===== config.mk =====
export PLATFORM = sky130hd
export DESIGN_NAME = datapath_unit
export DESIGN_NICKNAME = d
export VERILOG_FILES = /design/src/rtl/datapath_unit_pkg.sv /design/src/rtl/datapath_unit_fu.sv /design/src/rtl/datapath_unit.sv
export SDC_FILE = /design/constraint.sdc
export NUM_CORES = 2
export LEC_CHECK = 0
export ABC_AREA = 0
export BUFFER_PORTS_ARGS = -buffer_cell sky130_fd_sc_hd__buf_2
export CORE_MARGIN = 4
export CORE_UTILIZATION = 61
export DETAILED_ROUTE_END_ITERATION = 8
export PLACE_DENSITY_LB_ADDON = 0.25
export SLEW_MARGIN = 10
export SYNTH_ARGS = -nofsm -noshare
export SYNTH_HDL_FRONTEND = slang
export SYNTH_HIERARCHICAL = 1
export SYNTH_SLANG_ARGS = --single-unit

===== constraint.sdc =====
create_clock -name clk_main -period 15.4 [get_ports clk_main]
set_clock_uncertainty 0.2 [all_clocks]
set_input_delay 3.85 -clock clk_main [delete_from_list [all_inputs] [get_ports clk_main]]
set_output_delay 3.85 -clock clk_main [all_outputs]
set_load 0.01 [all_outputs]

===== src/rtl/datapath_unit_pkg.sv =====
// datapath_unit_pkg: shared widths, register count and function-unit opcodes for the datapath.
package datapath_unit_pkg;
    localparam int DATA_W = 16;
    localparam int ADDR_W = 6;
    localparam int REG_N  = 16;
    localparam int REG_AW = 4;
    typedef enum logic [3:0] {
        FS_A    = 4'h0,
        FS_INC  = 4'h1,
        FS_ADD  = 4'h2,
        FS_ADD1 = 4'h3,
        FS_ADDN = 4'h4,
        FS_SUB  = 4'h5,
        FS_DEC  = 4'h6,
        FS_A2   = 4'h7,
        FS_AND  = 4'h8,
        FS_OR   = 4'h9,
        FS_XOR  = 4'hA,
        FS_NOT  = 4'hB,
        FS_B    = 4'hC,
        FS_SHR  = 4'hD,
        FS_SHL  = 4'hE,
        FS_ZERO = 4'hF
    } fs_e;
endpackage


===== src/rtl/datapath_unit_fu.sv =====
// function_unit: combinational ALU/shifter of the datapath; carry out is discarded.
module function_unit
    import datapath_unit_pkg::*;
(
    input  logic [DATA_W-1:0] a,
    input  logic [DATA_W-1:0] b,
    input  logic [3:0]        fs,
    output logic [DATA_W-1:0] f
);
    always_comb begin
        f = '0;
        case (fs)
            FS_A, FS_A2: f = a;
            FS_INC:      f = a + DATA_W'(1);
            FS_ADD:      f = a + b;
            FS_ADD1:     f = a + b + DATA_W'(1);
            FS_ADDN:     f = a + ~b;
            FS_SUB:      f = a + ~b + DATA_W'(1);
            FS_DEC:      f = a - DATA_W'(1);
            FS_AND:      f = a & b;
            FS_OR:       f = a | b;
            FS_XOR:      f = a ^ b;
            FS_NOT:      f = ~a;
            FS_B:        f = b;
            FS_SHR:      f = b >> 1;
            FS_SHL:      f = b << 1;
            default:     f = '0;
        endcase
    end
endmodule


===== src/rtl/datapath_unit.sv =====
// datapath_unit: 16x16 register file, function unit and 64x16 unified memory.
// Define DATAPATH_R0_ZERO_EN to hardwire R0 to zero.
module datapath_unit
    import datapath_unit_pkg::*;
(
    input  logic              clk_main,
    input  logic              reset,
    input  logic [REG_AW-1:0] DR,
    input  logic [REG_AW-1:0] SA,
    input  logic [REG_AW-1:0] SB,
    input  logic [3:0]        FS,
    input  logic              MB,
    input  logic              MD,
    input  logic              MM,
    input  logic              MW,
    input  logic              RW,
    input  logic [ADDR_W-1:0] PC,
    input  logic              prog_we,
    input  logic [ADDR_W-1:0] prog_addr,
    input  logic [DATA_W-1:0] prog_data,
    output logic [DATA_W-1:0] bus_a,
    output logic [DATA_W-1:0] mem_out,
    output logic              Z
);
`ifdef DATAPATH_R0_ZERO_EN
    localparam bit R0Z = 1'b1;
`else
    localparam bit R0Z = 1'b0;
`endif
    logic [DATA_W-1:0] regs [REG_N];
    logic [DATA_W-1:0] mem [2**ADDR_W];
    logic [DATA_W-1:0] bus_b, f, d_bus;
    logic [ADDR_W-1:0] addr;
    assign bus_a   = (R0Z && SA == '0) ? '0 : regs[SA];
    assign bus_b   = MB ? {{(DATA_W-REG_AW){1'b0}}, SB} : (R0Z && SB == '0) ? '0 : regs[SB];
    function_unit u_fu (.a(bus_a), .b(bus_b), .fs(FS), .f(f));
    assign Z       = f == '0;
    assign addr    = MM ? PC : bus_a[ADDR_W-1:0];
    assign mem_out = mem[addr];
    assign d_bus   = MD ? mem_out : f;
    always_ff @(posedge clk_main or negedge reset) begin
        if (!reset) begin
            for (int i = 0; i < REG_N; i++) regs[i] <= '0;
        end else if (RW && !(R0Z && DR == '0)) begin
            regs[DR] <= d_bus;
        end
    end
    // Memory is not cleared by reset, but writes are blocked while it is held low.
    always_ff @(posedge clk_main) begin
        if (reset) begin
            if (prog_we) mem[prog_addr] <= prog_data;
            else if (MW) mem[addr] <= bus_b;
        end
    end
endmodule


==> out/qor.txt <==
Setup bufs post-CTS = 0
Syn Inst Count = 4230
Worst Setup EP = Z
Hold buffer count at CTS = 0
RSZ-0062 raised after global routing = no
R2r endpoint = regs[158]
Slew HR = 17.6%
Critical Path Fanout Max = 36
Crit. Startpoint = SA[1]
Final hold violation count = 0
Clock power frac = 28.9%
Final core occ = 68.0%
Area Growth Syn to Fin = 10.7%
Reg power frac = 40.3%
Final wirelength = 173000 microns
Dominant cell type by area after synthesis = edfxtp_1
Total of warnings raised by yosys = 6
Critical Path RT = 11.35 ns
Switch share = 33.5%
Synth Cell Area = 60300 sq um
VDD IR max = 129 uV
Final setup viols = 0
GRT overflow = 0
Clock sink count = 1280
Die extent in x = 323 microns
Most frequent cells in the layout = 1024 x edfxtp_1, 337 x nand2_1, 302 x mux2_2
Part of the cycle the worst path needs = 92.4%
PostCTS Resize Cnt = 0
First-pass DRT Iterations = 6
Period minus WS final = 14.23 ns
Leak = 24.0 nW
Post-synth top area share = 51.0%
Post-synth net total = 4347
DR vias = 40000
CTS H-tree lvls = 4
Setup TNS = 0 ns
Fillers = 6619
Sequential cell area fraction in the yosys report = 61.6%
Worst-path clk slew = 0.06 ns
Io pins = 85
Worst reg2reg setup slack = 8.70 ns
Yosys cell types = 97
GRT Total Usage = 33.2%
Routed Antenna Nets = 0
Power Density = 163 nW/um^2
RePlAce Congestion = 0.954
Global-route wire length before repair = 254000 microns
Main synth FF type = edfxtp_1
Crit Reg-Reg Startpoint = regs[48]
Initial Util = 61.4%
Crit path arrival time = 10.18 ns
Int Power = 7.25 mW
Hold crit path type = reg -> reg
Post-synth ARST share = 20.0%
Core area = 98300 sq um
CTS tree = done
Initial antenna violation count = 15
Leading cell type in the layout, fill and taps excluded = edfxtp_1
HPWL Detailed = 107000 microns
DR iter-0 viols = 5427
Worst Setup End Kind = output pin
CTS Root Buffer Type = clkbuf_16
Final Max Slew Viols = 0
Status = complete, no violations
DRC Markers = 0
Critical path class = in -> out
Synthesized flop and latch total = 1280
Share of layout cells above drive strength 1 = 22.2%
Average size of a mapped cell = 14.3 sq um
Port bufs = 84
DR WL/cell = 30.3 microns
Die height = 323 microns
Total die area = 104000 sq um
Worst setup SP type = input pin
Switching Power = 3.66 mW
Top post-synthesis cells by area = edfxtp_1 51%, dfrtp_1 11%, mux2_2 5.6%, mux4_2 5.3%, mux2i_1 4.9%
EDFF count, synth = 1024
Rows = 115
Fmax = 70.3 MHz
Max-Cap Viols = 0
Skew-Pair Late Insertion Delay = 0.75 ns
Cells on worst reg2reg path = 19
Largest net degree at the start of global routing = 119
Nets = 4433
Num CTS Buffers = 130
Vias in the first global route = 38300
DR vias/cell = 7.00
Worst slew pin tran = 1.23 ns
Clock Path Buffers = 3
Combinational share of power = 30.8%
## cells in the mapped netlist, drive strengths merged, types with 14 or more instances
master / n
edfxtp: 1024
nand2: 343
mux2: 308
mux2i: 294
dfrtp: 256
clkbuf: 173
nor2: 159
mux4: 142
buf: 138
a211oi: 113
and3: 108
o21ai: 93
a21oi: 75
a22oi: 69
inv: 64
nand3: 63
ha: 62
nor2b: 57
a31oi: 49
o22ai: 49
a32oi: 48
a221oi: 47
a41oi: 41
nor3: 35
o211ai: 33
xnor2: 31
a221o: 26
o221ai: 26
nand2b: 23
o31ai: 23
or2: 19
a211o: 18
o21bai: 18
or3: 18
and4: 17
o2111ai: 15
a2bb2oi: 14
xor2: 14
## kinds of logic (layout without fill, tap and decap cells)
logic type / count (synthesis) / after routing / synth area share (%)
AOI/OAI and AO/OA: 831 / 831 / 10.5
xor gates and xnor gates: 45 / 45 / 0.653
adders and majority gates: 65 / 65 / 1.39
buffers and inverters: 375 / 564 / 2.79
DFF: 1280 / 1280 / 61.6
muxes: 744 / 744 / 15.9
other: 0 / 5 / 0
and+or+nand+nor: 890 / 890 / 7.20
## routing by layer
layer	up-vias	global-route usage (%)	wire length, microns
met5	-	0	59
met4	10	13.2	7250
met3	388	8.23	20100
met2	2467	50.4	79300
met1	20300	46.9	66400
li1	16900	-	-
## through the flow
step	hold WS (ns)	worst slack (ns)	area (sq um)	instances	total power, mW
2_1_floorplan	0.270	1.71	60300	4230	6.61
6_report	0.326	1.17	66800	5711	10.9
4_1_cts	0.326	1.36	66800	5705	10.9
3_3_place_gp	0.285	1.51	62500	5470	7.66
3_5_place_dp	0.312	1.39	62500	5470	7.71
5_1_grt	0.339	0.940	66800	5708	11.3
## sequential cells by signal, indices dropped and copies added (netlist names)
register and cells:
regs 256, mem 1024
## area by class of cell
cell class	instances	area (sq um)	area share, %
flip-flops and latches	1280	37200	55.6
diodes	5	12.5	0.0187
repair buffers	265	1850	2.77
well taps	1287	1610	2.41
clock inverters	68	743	1.11
multi-input cells	2575	21600	32.4
clock buffers	167	3540	5.29
inverters	64	240	0.360
## how the worst min path moves through the flow
| stage | cells past startpoint | from | end |
|---|---|---|---|
| final | 1 | regs[135] | regs[135] |
| after floorplan | 1 | regs[158] | regs[158] |
| after detailed placement | 1 | regs[30] | regs[30] |
| after global routing | 1 | regs[191] | regs[191] |
| after global placement | 1 | regs[158] | regs[158] |
| after CTS | 1 | regs[30] | regs[30] |
## power groups by stage
stage                     registers (mW)  logic [mW]  clock network [mW]
after floorplan                     4.34        2.27                   0
after global placement              4.43        3.23                   0
after detailed placement            4.44        3.27                   0
after CTS                           4.38        3.29                3.18
after global routing                4.42        3.55                3.34
final                               4.39        3.36                3.16
## critical path, stage by stage
cell and delay (ns):
buf_4 0.45, nor2b_1 0.22, a221o_1 0.39, o21ai_1 0.94, ha_1 0.37, inv_1 0.07, fa_1 0.47, nand2b_1 0.22
a211oi_1 0.34, o311a_1 0.32, or2_2 0.17, mux2i_1 0.09, xor2_1 0.23, or4b_4 0.61, nor4_4 0.15, xnor2_1 0.10
a221o_1 0.33, nor4_1 0.30, and4_1 0.31, buf_2 0.16
Power figures use the tool's default switching activity.
